**src/rtl/counter_checker_sat_counter.sv**
```systemverilog
// sat_counter
// Saturating up-counter with synchronous clear. Clear wins over increment.
// Once the count reaches all-ones it holds there until cleared.
//   i_clk      : clock, rising edge
//   i_reset_n  : asynchronous active-low reset, count returns to 0
//   i_clear    : synchronous clear to 0
//   i_inc      : increment by one this cycle (ignored when saturated)
//   o_count    : registered count value
module sat_counter #(
  parameter int WIDTH = 16
) (
  input  logic             i_clk,
  input  logic             i_reset_n,
  input  logic             i_clear,
  input  logic             i_inc,
  output logic [WIDTH-1:0] o_count
);

  localparam logic [WIDTH-1:0] ONE     = WIDTH'(1);
  localparam logic [WIDTH-1:0] ALL_ONE = '1;

  logic [WIDTH-1:0] count_q;
  logic [WIDTH-1:0] count_d;

  always_comb begin
    count_d = count_q;
    if (i_clear) begin
      count_d = '0;
    end else if (i_inc && (count_q != ALL_ONE)) begin
      count_d = count_q + ONE;
    end
  end

  always_ff @(posedge i_clk or negedge i_reset_n) begin
    if (!i_reset_n) begin
      count_q <= '0;
    end else begin
      count_q <= count_d;
    end
  end

  assign o_count = count_q;

endmodule

```
**config.mk**
```make
export PLATFORM = sky130hd
export DESIGN_NAME = sat_counter
export DESIGN_NICKNAME = d
export VERILOG_FILES = /design/src/rtl/counter_checker_sat_counter.sv
export SDC_FILE = /design/constraint.sdc
export NUM_CORES = 1
export LEC_CHECK = 0
export CAP_MARGIN = 30
export CORE_ASPECT_RATIO = 0.9
export CORE_MARGIN = 4
export CORE_UTILIZATION = 45
export CTS_CLUSTER_DIAMETER = 50
export DETAILED_ROUTE_END_ITERATION = 16
export DONT_BUFFER_PORTS = 1
export GPL_ROUTABILITY_DRIVEN = 1
export SKIP_CTS_REPAIR_TIMING = 1
export SYNTH_ARGS = -nofsm -noshare
export SYNTH_HDL_FRONTEND = slang
export SYNTH_SLANG_ARGS = --single-unit
export TNS_END_PERCENT = 1
```
**constraint.sdc**
```tcl
create_clock -name i_clk -period 5.6 [get_ports i_clk]
set_clock_uncertainty 0.15 [all_clocks]
set_input_delay 0.56 -clock i_clk [delete_from_list [all_inputs] [get_ports i_clk]]
set_output_delay 0.56 -clock i_clk [all_outputs]
set_load 0.03 [all_outputs]
```
Word-level counts from Yosys, hierarchy flattened:

Cells that the tools add are included.

* register bits: 16
* latch bits: 0
* memory bits (writable): 0
* memory bits (read-only): 0
* bits of input ports: 4
* output and inout bits: 16
* memories kept: 0

* add/sub/neg operators: 1
* multiply operators: 0
* divide/modulo/power cells: 0
* magnitude comparators: 0
* equal/unequal tests: 1
* shift-type cells: 0
* mux-type cells: 2
* bitwise gates (word level): 0
* reduce and logical (&&, ||, !) cells: 2

Operators with widths (count)
* two-way mux 16 bit: 2
* adder 16 x 1 -> 16 bit, second input constant: 1
* != test 16 bit, second input constant: 1
* nonzero test 2 bit: 1
* logical AND 1 bit: 1

Depth between registers and ports, before layout:

Gate-level depths: netlist of the first run.

* word-level depth: 4
* gate-level depth with buffers: 6

Worst setup path after synthesis of the first run:

OpenSTA, ideal clock, no wires.

* kind: register to register
* from: register count_q[0] (netlist: o_count[0])
* to: register count_q[15] (netlist: o_count[15])
* library setup time: 0.128 ns
* arrival: 1.834 ns
* slack: 3.489 ns
* cell stages (with the launch flop): 6
* path buffers: 0
* clock period less this slack: 2.111 ns
* cells stage by stage: dfrtp_1 -> ha_1 -> nand4_2 -> nor4_4 -> nor4_1 -> mux2_1

* cells in the longest elaborated chain, start to end: 3
* elaborated cells between the ends (all ways): 6
* those cells by class: add/sub (1); eq/ne (1); mux (2); reduce/logical (2)

Ends and longest elaborated chain
* start: declaration: RTL line 22 `logic [WIDTH-1:0] count_q;`
* start signal: assignment: RTL line 38 `count_q <= count_d;`
* adder 16 x 1 -> 16 bit or != test 16 bit (tied branches): RTL line 30, 29
* two-way mux 16 bit or logical AND 1 bit (tied branches): RTL line 29 `end else if (i_inc && (count_q != ALL_ONE)) begin`
* two-way mux 16 bit or nonzero test 2 bit (tied branches)

Parallel ways exist; a longest one is shown, timed or not. The select of a mux whose other input is x is not followed.
A chain may end at the register's enable or synchronous reset.

Final worst setup path of the first run:

Same ends and word-level chain as after synthesis.

==> metrics.txt, run 1 <==
# TYPE chip_impl_metric gauge
chip_impl_info{name="status",value="completed"} 1
chip_impl_metric{name="grt_max_degree",unit=""} 23
chip_impl_info{name="most_used_cells_in_the_layout_excluding_fill_and_tap_cells",value="16 x dfrtp_1, 11 x a21oi_1, 7 x o31ai_1"} 1
chip_impl_metric{name="total_standard_cell_area_after_synthesis",unit="µm²"} 942
chip_impl_info{name="hp-class",value="in2reg"} 1
chip_impl_metric{name="layout.nets",unit=""} 104
chip_impl_metric{name="largest_reg_flops",unit=""} 16
chip_impl_metric{name="fp-row-count",unit=""} 15
chip_impl_metric{name="final-max-slew-violation-count",unit=""} 0
chip_impl_info{name="layout_commonest_cell",value="dfrtp_1"} 1
chip_impl_metric{name="boundaryPins",unit=""} 20
chip_impl_metric{name="required",unit="ns"} 5.62
chip_impl_metric{name="r2r_slack",unit="ns"} 3.02
chip_impl_metric{name="drc_errors",unit=""} 0
chip_impl_metric{name="clock_buffers_created_by_tritoncts",unit=""} 3
chip_impl_metric{name="arrival",unit="ns"} 2.60
chip_impl_metric{name="grt.overflow.total",unit=""} 0
chip_impl_metric{name="chipWidth",unit="µm"} 56.2
chip_impl_metric{name="power_leakage",unit="nW"} 0.389
chip_impl_metric{name="timing_hold_violations_final",unit=""} 0
chip_impl_info{name="worstSetupEndpointType",value="flop"} 1
chip_impl_metric{name="detailed_place_hpwl",unit="µm"} 1460
chip_impl_metric{name="synth_cell_types",unit=""} 28
chip_impl_metric{name="cts.htree.levels",unit=""} 1
chip_impl_metric{name="dr.pass1.iters",unit=""} 4
chip_impl_info{name="grt_setup_unrepaired",value="false"} 1
chip_impl_metric{name="synthToLayoutAreaGrowth",unit="%"} 3.98
chip_impl_metric{name="seq_area_frac_synth",unit=""} 0.425
chip_impl_metric{name="clock_latency",unit="ns"} 0.28
chip_impl_metric{name="worst_slew_pin_slew",unit="ns"} 0.817
chip_impl_metric{name="finalWirelength",unit="µm"} 2070
chip_impl_metric{name="post-route-period-util",unit=""} 0.461
chip_impl_metric{name="clock_pin_slew_of_the_registers_on_the_worst_case_setup_and_hold_paths",unit="ns"} 0.09
chip_impl_metric{name="die-height",unit="µm"} 51.4
chip_impl_metric{name="yosysWarningCount",unit=""} 0
chip_impl_metric{name="finalSetupViolations",unit=""} 0
chip_impl_metric{name="cap_viol_max_count",unit=""} 0
chip_impl_metric{name="ant_nets",unit=""} 0
chip_impl_metric{name="final.setup.tns",unit="ns"} 0
chip_impl_metric{name="design_power_total",unit="mW"} 0.186
chip_impl_metric{name="routed_wire_length_per_instance",unit="µm"} 17.0
chip_impl_metric{name="max-clock-path-buffers",unit=""} 2
chip_impl_metric{name="die_area",unit="µm²"} 2890
chip_impl_metric{name="viasPerCell",unit=""} 6.42
chip_impl_metric{name="number_of_sinks_on_the_clock_net",unit=""} 16
chip_impl_info{name="worstSetupStartpointType",value="flop"} 1
chip_impl_metric{name="timing.max_slew.rel_slack",unit=""} 0.451
chip_impl_metric{name="portBuffers",unit=""} 0
chip_impl_info{name="tritoncts",value="done"} 1
chip_impl_metric{name="maxClockFrequency",unit="GHz"} 0.387
chip_impl_metric{name="antenna_cells_inserted",unit=""} 0
chip_impl_metric{name="first_iter_violations",unit=""} 32
chip_impl_metric{name="worst-path-max-fanout",unit=""} 19
chip_impl_metric{name="first_global_vias",unit=""} 739
chip_impl_metric{name="netlist_instances",unit=""} 98
chip_impl_metric{name="highest_ir_drop_seen_on_vdd",unit="mV"} 0.108
chip_impl_metric{name="synth-seq-cells",unit=""} 16
chip_impl_metric{name="power.density",unit="nW/µm²"} 190
chip_impl_metric{name="start_util",unit=""} 0.483
chip_impl_metric{name="design.core.area",unit="µm²"} 1950
chip_impl_metric{name="period_minus_slack",unit="ns"} 2.58
chip_impl_metric{name="initial_antenna_violation_count",unit=""} 0
chip_impl_info{name="ctsRootBufferMaster",value="clkbuf_4"} 1
chip_impl_metric{name="grt_first_pass_wirelength",unit="µm"} 3590
chip_impl_metric{name="post_route_cells_drive_above_1_share",unit=""} 0.124
chip_impl_metric{name="synth_area_per_cell",unit="µm²"} 9.61
chip_impl_metric{name="finalWeightedCongestion",unit=""} 0.730
chip_impl_metric{name="syn_nets",unit=""} 103
chip_impl_metric{name="route.vias.total",unit=""} 783
chip_impl_metric{name="global_route.usage.total",unit=""} 0.161
chip_impl_info{name="setup.worst_path.class",value="reg2reg"} 1
## Yosys cell counts
| master | n | area share |
|---|---|---|
| dfrtp_1 | 16 | 0.42 |
| a21oi_1 | 11 | 0.058 |
| o31ai_1 | 7 | 0.056 |
| nand2_1 | 6 | 0.024 |
| nand4_1 | 6 | 0.040 |
| or4_1 | 5 | 0.040 |
| clkbuf_1 | 4 | 0.016 |
| mux2_1 | 4 | 0.048 |
| nor2_1 | 4 | 0.016 |
| nor2b_1 | 4 | 0.027 |
| nor4_1 | 4 | 0.027 |
| inv_1 | 3 | 0.012 |
| nand3_1 | 3 | 0.016 |
| o21ai_1 | 3 | 0.016 |
| and3_1 | 2 | 0.013 |
| and4_2 | 2 | 0.021 |
| or3_1 | 2 | 0.013 |
| or4_2 | 2 | 0.019 |
| a211oi_2 | 1 | 0.013 |
| buf_6 | 1 | 0.012 |
| ha_1 | 1 | 0.013 |
| nand3b_1 | 1 | 0.0080 |
| nand4_2 | 1 | 0.013 |
| nor3_1 | 1 | 0.0053 |
| nor4_4 | 1 | 0.023 |
| o211ai_2 | 1 | 0.013 |
| o21ai_0 | 1 | 0.0053 |
| or3_2 | 1 | 0.0080 |
## metal layers
layer	vias up	GRT usage	wire, µm
met5	-	0	0
met4	0	0.0711	17
met3	2	0.0505	148
met2	21	0.241	981
met1	379	0.212	923
li1	381	-	-
## cells by family (layout without fill, tap and decap cells)
logic type	Yosys count	after routing	synth area share
simple gates	45	45	0.312
compound gates	24	24	0.162
flops	16	16	0.425
buf+inv	8	7	0.0398
mux	4	4	0.0478
fa+ha+maj	1	1	0.0133
## final timing paths
kind,start,endpoint,cells past startpoint
worst max-delay path,o_count[0],o_count[15],5
worst min-delay path,i_clear,o_count[10],1
worst max register to register,o_count[0],o_count[15],5
worst min register to register,o_count[14],o_count[14],2
max in group asynchronous,i_reset_n,o_count[1],1
min in group asynchronous,i_reset_n,o_count[14],1
## cell type report
class	instances	area [µm²]
clock buffer	3	22.5
tap	25	31.3
fill	197	972
inverter	3	11.3
multi-input combinational	74	504
timing repair buffer	1	10.0
sequential	16	400
## report_power, final
group	switching, mW	leakage [nW]	internal (mW)
logic	0.00569	0.153	0.00242
clock network	0.0330	0.0138	0.0249
registers	0.00369	0.222	0.116
## per-stage QoR
stage | hold WS (ns) | util | std cells | setup slack (ns) | cell area [µm²]
detailed placement | 0.115 | 0.485 | 118 | 3.03 | 947
floorplan | 0.114 | - | 98 | 3.49 | 942
global route | 0.160 | 0.502 | 122 | 2.76 | 980
finish | 0.182 | 0.502 | 122 | 3.02 | 980
CTS | -0.199 | 0.497 | 121 | 3.02 | 970
global placement | 0.115 | 0.485 | 118 | 3.11 | 947
## critical path, cell delays in order, from the launching register on
cell and delay (ns):
dfrtp_1 0.59, ha_1 0.29, nand4_2 0.14, nor4_4 0.79, nor4_1 0.16, mux2_1 0.35
No activity file was read; power rests on OpenSTA's default activity.
==> run 2, diff against run 1 <==
- clock period: 5.6 -> 2.7 ns (I/O delays scaled with it)
==> run 2 against run 1 <==
  * Total power is 130% higher
  * Sequential power is 100% higher
  * Hold slack worse by 0.13 ns
  * Die area stayed put
  * Sequential share of layout area is 3.8 points lower
  * Utilization is 5.2 points higher
  * Final cell count is 9.8% higher
==> metrics.txt, run 2 (synthesis gave the netlist of run 1 again) <==
# TYPE chip_impl_metric gauge
chip_impl_metric{name="start_util",unit=""} 0.483
chip_impl_metric{name="global_route.usage.total",unit=""} 0.172
chip_impl_metric{name="max-clock-path-buffers",unit=""} 2
chip_impl_info{name="critical_path.top_delay_family",value="simple AND/OR/NAND/NOR gates"} 1
chip_impl_metric{name="die-height",unit="µm"} 51.4
chip_impl_metric{name="finalWeightedCongestion",unit=""} 0.719
chip_impl_metric{name="met3_usage",unit=""} 0.0758
chip_impl_info{name="tritoncts",value="done"} 1
chip_impl_info{name="layout_commonest_cell",value="dfrtp_1"} 1
chip_impl_metric{name="dr.pass1.iters",unit=""} 4
chip_impl_metric{name="boundaryPins",unit=""} 20
chip_impl_metric{name="portBuffers",unit=""} 0
chip_impl_metric{name="die_area",unit="µm²"} 2890
chip_impl_metric{name="viasPerCell",unit=""} 6.36
chip_impl_metric{name="number_of_sinks_on_the_clock_net",unit=""} 16
chip_impl_metric{name="dp.cells",unit=""} 127
chip_impl_metric{name="synthToLayoutAreaGrowth",unit="%"} 14.7
chip_impl_metric{name="detailed_place_hpwl",unit="µm"} 1590
chip_impl_metric{name="final-max-slew-violation-count",unit=""} 0
chip_impl_info{name="ctsRootBufferMaster",value="clkbuf_4"} 1
chip_impl_metric{name="timing_hold_violations_final",unit=""} 0
chip_impl_metric{name="period_minus_slack",unit="ns"} 2.21
chip_impl_metric{name="power_leakage",unit="nW"} 0.454
chip_impl_metric{name="design_power_total",unit="mW"} 0.433
chip_impl_metric{name="post_route_cells_drive_above_1_share",unit=""} 0.202
chip_impl_info{name="status",value="completed"} 1
chip_impl_metric{name="chipWidth",unit="µm"} 56.2
chip_impl_metric{name="finalWirelength",unit="µm"} 2300
chip_impl_metric{name="clock_pin_slew_of_the_registers_on_the_worst_case_setup_and_hold_paths",unit="ns"} 0.09
chip_impl_metric{name="timing.max_slew.rel_slack",unit=""} 0.495
chip_impl_metric{name="cp_num_cells",unit=""} 4
chip_impl_metric{name="post-route-period-util",unit=""} 0.818
chip_impl_info{name="critical_path_cell_sequence",value="nand4_2 -> nor4_4 -> nor4_1 -> mux2_1"} 1
chip_impl_metric{name="timing.final.ws_setup",unit="ns"} 0.492
chip_impl_metric{name="highest_ir_drop_seen_on_vdd",unit="mV"} 0.353
chip_impl_metric{name="design.core.area",unit="µm²"} 1950
chip_impl_metric{name="dpl_worst_slack",unit="ns"} 0.502
chip_impl_metric{name="clock_latency",unit="ns"} 0.28
chip_impl_info{name="hp-class",value="in2reg"} 1
chip_impl_metric{name="first_iter_violations",unit=""} 34
chip_impl_info{name="regToRegStartpoint",value="o_count[2]"} 1
chip_impl_metric{name="finalSetupViolations",unit=""} 0
chip_impl_info{name="most_used_cells_in_the_layout_excluding_fill_and_tap_cells",value="16 x dfrtp_1, 11 x a21oi_1, 9 x buf_4"} 1
chip_impl_metric{name="final.setup.tns",unit="ns"} 0
chip_impl_info{name="grt-busiest-layer",value="met2"} 1
chip_impl_metric{name="initial_antenna_violation_count",unit=""} 0
chip_impl_metric{name="grt_first_pass_wirelength",unit="µm"} 3830
chip_impl_metric{name="cts.htree.levels",unit=""} 1
chip_impl_metric{name="path_buf_inv",unit=""} 0
chip_impl_metric{name="worst_hold_slack",unit="ns"} 0.0558
chip_impl_metric{name="delay_of_the_slowest_cell_on_the_worst_path",unit="ns"} 0.65
chip_impl_metric{name="groute.layer.met1.usage",unit=""} 0.235
chip_impl_metric{name="r2r_slack",unit="ns"} 0.49
chip_impl_metric{name="route.vias.total",unit=""} 852
chip_impl_metric{name="post-route-cell-area",unit="µm²"} 1080
chip_impl_info{name="crit_path_start",value="o_count[2]"} 1
chip_impl_metric{name="worst-path-max-fanout",unit=""} 13
chip_impl_info{name="setup.worst_path.class",value="reg2reg"} 1
chip_impl_metric{name="grtUsageMet2",unit=""} 0.251
chip_impl_metric{name="cap_viol_max_count",unit=""} 0
chip_impl_metric{name="layout.nets",unit=""} 115
chip_impl_info{name="worstSetupEndpointType",value="flop"} 1
chip_impl_metric{name="maxClockFrequency",unit="GHz"} 0.453
chip_impl_metric{name="fillers",unit=""} 200
chip_impl_info{name="hp-start",value="i_inc"} 1
chip_impl_metric{name="grt_max_degree",unit=""} 23
chip_impl_metric{name="final_cells",unit=""} 134
chip_impl_metric{name="largest_reg_flops",unit=""} 16
chip_impl_metric{name="clock_buffers_created_by_tritoncts",unit=""} 3
chip_impl_metric{name="drc_errors",unit=""} 0
chip_impl_info{name="crit_path_end",value="o_count[15]"} 1
chip_impl_metric{name="routed_wire_length_per_instance",unit="µm"} 17.1
chip_impl_metric{name="power.density",unit="nW/µm²"} 401
chip_impl_metric{name="first_global_vias",unit=""} 749
chip_impl_info{name="critical_path_cell_with_the_highest_stage_delay",value="dfrtp_1"} 1
chip_impl_metric{name="worst_slew_pin_slew",unit="ns"} 0.756
chip_impl_metric{name="arrival",unit="ns"} 2.23
chip_impl_info{name="worstSetupStartpointType",value="flop"} 1
chip_impl_metric{name="timing.reg2reg.worst_path_depth",unit=""} 4
chip_impl_metric{name="dpl_cell_area",unit="µm²"} 1010
chip_impl_metric{name="fp-row-count",unit=""} 15
chip_impl_info{name="grt_setup_unrepaired",value="false"} 1
chip_impl_metric{name="layout.core_utilization",unit=""} 0.554
chip_impl_info{name="reg2reg_to",value="o_count[15]"} 1
chip_impl_metric{name="antenna_cells_inserted",unit=""} 0
chip_impl_metric{name="required",unit="ns"} 2.72
chip_impl_metric{name="ant_nets",unit=""} 0
chip_impl_metric{name="grt.overflow.total",unit=""} 0
[run 2: worst register-to-register path, delay by kind of cell, from the launching register on]
kind,cells,cell delay [ns]
DFF,1,0.65
muxes,1,0.35
and+or+nand+nor,3,0.96
[run 2: worst min path at each step]
stage	endpoint	slack, ns	depth (start not counted)
floorplan	o_count[0]	-0.18	0
global placement	o_count[13]	-0.18	0
detailed placement	o_count[13]	-0.18	0
CTS	o_count[12]	-0.49	0
global route	o_count[4]	0.04	2
finish	o_count[4]	0.06	2
[run 2: area by class of cell]
cell class                      instances  area [µm²]  share of cell area
Clock buffer                            4        36.3              0.0336
Inverter                                3        11.3              0.0104
Multi-Input combinational cell         74         504               0.466
Sequential cell                        16         400               0.370
Tap cell                               25        31.3              0.0289
Timing Repair Buffer                   12        97.6              0.0903
[run 2: routing by layer]
| metal | part of all wire | wire [µm] |
|---|---|---|
| met1 | 0.47 | 1080 |
| met2 | 0.45 | 1020 |
| met3 | 0.074 | 170 |
| met4 | 0.0083 | 19 |
| met5 | 0 | 0 |
[run 2: power by group]
| group | switching [mW] | internal, mW | total (mW) | leakage [nW] |
|---|---|---|---|---|
| registers | 0.00189 | 0.242 | 0.243 | 0.222 |
| clock network | 0.0759 | 0.0820 | 0.158 | 0.0210 |
| logic | 0.0221 | 0.00950 | 0.0316 | 0.210 |
| total | 0.0999 | 0.333 | 0.433 | 0.454 |
==> run 3, diff against run 2 <==
- ABC_AREA: default -> 1
- clock period: 2.7 -> 2 ns (I/O delays scaled with it)
==> run 3 against run 2 <==
  * Utilization rose by 0.52 points
  * Final cell count rose by 43%
  * Wire length rose by 6.6%
  * Clock-buffer cell count fell by 1
  * Design area rose by 13%
  * Register-to-register slack got worse by 0.17 ns
  * Area after synthesis rose by 10%
  * Critical endpoint is now o_count[0]
==> metrics.txt, run 3 <==
# TYPE chip_impl_metric gauge
chip_impl_metric{name="multiInputGateArea",unit="µm²"} 557
chip_impl_metric{name="cap_viol_max_count",unit=""} 0
chip_impl_metric{name="required",unit="ns"} 2.00
chip_impl_metric{name="async_set_or_reset_flop_fraction_in_the_synthesized_netlist",unit=""} 1.00
chip_impl_metric{name="global_route.usage.total",unit=""} 0.173
chip_impl_metric{name="seqCellArea",unit="µm²"} 400
chip_impl_info{name="most_used_cells_in_the_layout_excluding_fill_and_tap_cells",value="55 x nand2_1, 18 x buf_4, 16 x dfrtp_1"} 1
chip_impl_metric{name="seq_area_frac_synth",unit=""} 0.386
chip_impl_metric{name="viasPerCell",unit=""} 5.10
chip_impl_metric{name="die_area",unit="µm²"} 3140
chip_impl_info{name="ctsRootBufferMaster",value="clkbuf_4"} 1
chip_impl_metric{name="dpl_cell_area",unit="µm²"} 1180
chip_impl_metric{name="grt_max_degree",unit=""} 17
chip_impl_metric{name="die-height",unit="µm"} 53.5
chip_impl_metric{name="grt.overflow.total",unit=""} 0
chip_impl_metric{name="final.setup.tns",unit="ns"} 0
chip_impl_metric{name="synthToLayoutAreaGrowth",unit="%"} 17.6
chip_impl_info{name="ys_top_cells_by_area",value="dfrtp_1 39%, nand2_1 20%, nand3_1 5.8%, nand4_1 5.4%, nor2_1 5.1%"} 1
chip_impl_metric{name="whs_path_depth",unit=""} 4
chip_impl_metric{name="total_standard_cell_area_after_synthesis",unit="µm²"} 1040
chip_impl_metric{name="routed_wire_length_per_instance",unit="µm"} 12.8
chip_impl_metric{name="design_power_total",unit="mW"} 0.554
chip_impl_metric{name="finalSetupViolations",unit=""} 0
chip_impl_metric{name="dr.pass1.iters",unit=""} 4
chip_impl_metric{name="r2r_slack",unit="ns"} 0.32
chip_impl_info{name="reg2reg_to",value="o_count[0]"} 1
chip_impl_metric{name="route.vias.total",unit=""} 975
chip_impl_info{name="hp-class",value="in2reg"} 1
chip_impl_info{name="synth_top_area_cell",value="dfrtp_1"} 1
chip_impl_info{name="netlist_top_cells_count",value="55 x nand2_1, 16 x dfrtp_1, 14 x nor2_1, 12 x nand3_1, 11 x inv_1"} 1
chip_impl_info{name="top_ff_cell_synth",value="dfrtp_1"} 1
chip_impl_metric{name="power.density",unit="nW/µm²"} 454
chip_impl_info{name="min_to",value="o_count[4]"} 1
chip_impl_metric{name="largest_reg_flops",unit=""} 16
chip_impl_metric{name="timing.reg2reg.worst_path_depth",unit=""} 9
chip_impl_info{name="layout_commonest_cell",value="nand2_1"} 1
chip_impl_metric{name="post-route-cell-area",unit="µm²"} 1220
chip_impl_metric{name="post-route-period-util",unit=""} 0.838
chip_impl_info{name="worstSetupStartpointType",value="flop"} 1
chip_impl_metric{name="synth_area_per_cell",unit="µm²"} 7.20
chip_impl_metric{name="ant_nets",unit=""} 0
chip_impl_metric{name="detailed_place_hpwl",unit="µm"} 1890
chip_impl_metric{name="first_global_vias",unit=""} 931
chip_impl_metric{name="clock_pin_slew_of_the_registers_on_the_worst_case_setup_and_hold_paths",unit="ns"} 0.09
chip_impl_info{name="grt_setup_unrepaired",value="false"} 1
chip_impl_metric{name="layout.nets",unit=""} 171
chip_impl_info{name="hp-start",value="i_inc"} 1
chip_impl_metric{name="initial_antenna_violation_count",unit=""} 0
chip_impl_info{name="worstSetupEndpointType",value="flop"} 1
chip_impl_metric{name="clock_buffers_created_by_tritoncts",unit=""} 3
chip_impl_metric{name="yosysWarningCount",unit=""} 0
chip_impl_metric{name="netlist.area_leader.share",unit=""} 0.386
chip_impl_metric{name="start_util",unit=""} 0.475
chip_impl_info{name="crit_path_start",value="o_count[1]"} 1
chip_impl_metric{name="fp-row-count",unit=""} 16
chip_impl_metric{name="post_route_cells_drive_above_1_share",unit=""} 0.189
chip_impl_info{name="regToRegStartpoint",value="o_count[1]"} 1
chip_impl_metric{name="timing.max_slew.rel_slack",unit=""} 0.501
chip_impl_metric{name="worst_hold_slack",unit="ns"} 0.00392
chip_impl_metric{name="worst-path-max-fanout",unit=""} 10
chip_impl_metric{name="chipWidth",unit="µm"} 58.6
chip_impl_metric{name="design.core.area",unit="µm²"} 2180
chip_impl_metric{name="maxClockFrequency",unit="GHz"} 0.596
chip_impl_metric{name="boundaryPins",unit=""} 20
chip_impl_metric{name="period_minus_slack",unit="ns"} 1.68
chip_impl_metric{name="worst_slew_pin_slew",unit="ns"} 0.746
chip_impl_metric{name="synth_cell_types",unit=""} 23
chip_impl_metric{name="number_of_sinks_on_the_clock_net",unit=""} 16
chip_impl_metric{name="power_leakage",unit="nW"} 0.623
chip_impl_metric{name="fillers",unit=""} 219
chip_impl_metric{name="finalWeightedCongestion",unit=""} 0.792
chip_impl_metric{name="drc_errors",unit=""} 0
chip_impl_metric{name="netlist_instances",unit=""} 144
chip_impl_metric{name="grt_first_pass_wirelength",unit="µm"} 4110
chip_impl_metric{name="final-max-slew-violation-count",unit=""} 0
chip_impl_metric{name="cts.htree.levels",unit=""} 1
chip_impl_metric{name="highest_ir_drop_seen_on_vdd",unit="mV"} 0.324
chip_impl_metric{name="finalWirelength",unit="µm"} 2450
chip_impl_metric{name="synth-seq-cells",unit=""} 16
chip_impl_metric{name="syn_nets",unit=""} 149
chip_impl_metric{name="clock_latency",unit="ns"} 0.28
chip_impl_metric{name="first_iter_violations",unit=""} 23
chip_impl_info{name="setup.worst_path.class",value="reg2reg"} 1
chip_impl_info{name="status",value="completed"} 1
chip_impl_metric{name="timing_hold_violations_final",unit=""} 0
chip_impl_info{name="tritoncts",value="done"} 1
chip_impl_metric{name="max-clock-path-buffers",unit=""} 2
chip_impl_info{name="most_frequently_used_cell_type_in_the_post_synthesis_netlist",value="nand2_1"} 1
chip_impl_metric{name="portBuffers",unit=""} 0
chip_impl_metric{name="synth-edff-count",unit=""} 0
chip_impl_metric{name="antenna_cells_inserted",unit=""} 0
chip_impl_metric{name="arrival",unit="ns"} 1.68
[run 3: cell count changes in the layout (fill, tap and decap cells not counted), moves of 4 or more]
cell | before | now
nand2_1 | 6 | 55
a21oi_1 | 11 | 1
nor2_1 | 4 | 14
buf_4 | 9 | 18
nand3_1 | 3 | 12
inv_1 | 3 | 11
o31ai_1 | 7 | 0
or4_1 | 5 | 0
mux2_1 | 4 | 0
nor2b_1 | 4 | 0
nor4_1 | 4 | 0
[run 3: cell type report]
type	instances	area share
multi-input cells	112	0.456
clock buffers	3	0.0185
repair buffers	20	0.127
inverters	13	0.0421
well taps	27	0.0277
flip-flops and latches	16	0.328
[run 3: report_power, final]
part | internal, mW | leakage (nW) | total, mW | switching (mW)
clock | 0.0699 | 0.0138 | 0.169 | 0.0986
sequential | 0.327 | 0.222 | 0.329 | 0.00212
combinational | 0.0172 | 0.387 | 0.0567 | 0.0394
[run 3: logic make-up after synthesis]
| family | after synthesis | share of synthesized area |
|---|---|---|
| adders and majority gates | 1 | 0.0121 |
| xor gates and xnor gates | 5 | 0.0422 |
| AOI/OAI and AO/OA | 8 | 0.0543 |
| and+or+nand+nor | 98 | 0.428 |
| buffers and inverters | 16 | 0.0772 |
| DFF | 16 | 0.386 |
[run 3: layer usage]
| metal | up-vias | GRT usage | wire length (µm) |
|---|---|---|---|
| li1 | 499 | - | - |
| met1 | 449 | 0.217 | 1150 |
| met2 | 25 | 0.290 | 1160 |
| met3 | 2 | 0.0528 | 133 |
| met4 | 0 | 0.0453 | 10 |
| met5 | - | 0 | 0 |
[run 3: through the flow]
stage | setup slack (ns) | utilization | instances
3_3_place_gp | 0.360 | 0.540 | 186
4_1_cts | 0.320 | 0.550 | 189
5_1_grt | 0.174 | 0.559 | 191
6_report | 0.323 | 0.559 | 191
2_1_floorplan | 0.151 | - | 144
3_5_place_dp | 0.340 | 0.540 | 186
[run 3: worst max-delay path, cell delays in order (launching register included)]
cell and delay, ns:
dfrtp_1 0.37, ha_1 0.17, nand2_2 0.09, nor2_4 0.18, nand2_4 0.09, nor2_1 0.10, nor2_1 0.06, buf_4 0.17
nand3_1 0.07, o21ai_0 0.11
[run 3: worst max path at each step]
stage / to / cells after the start
after CTS: o_count[15] / 9
after global placement: o_count[0] / 9
after global routing: o_count[9] / 9
after floorplan: o_count[7] / 10
after detailed placement: o_count[15] / 9
final: o_count[0] / 9
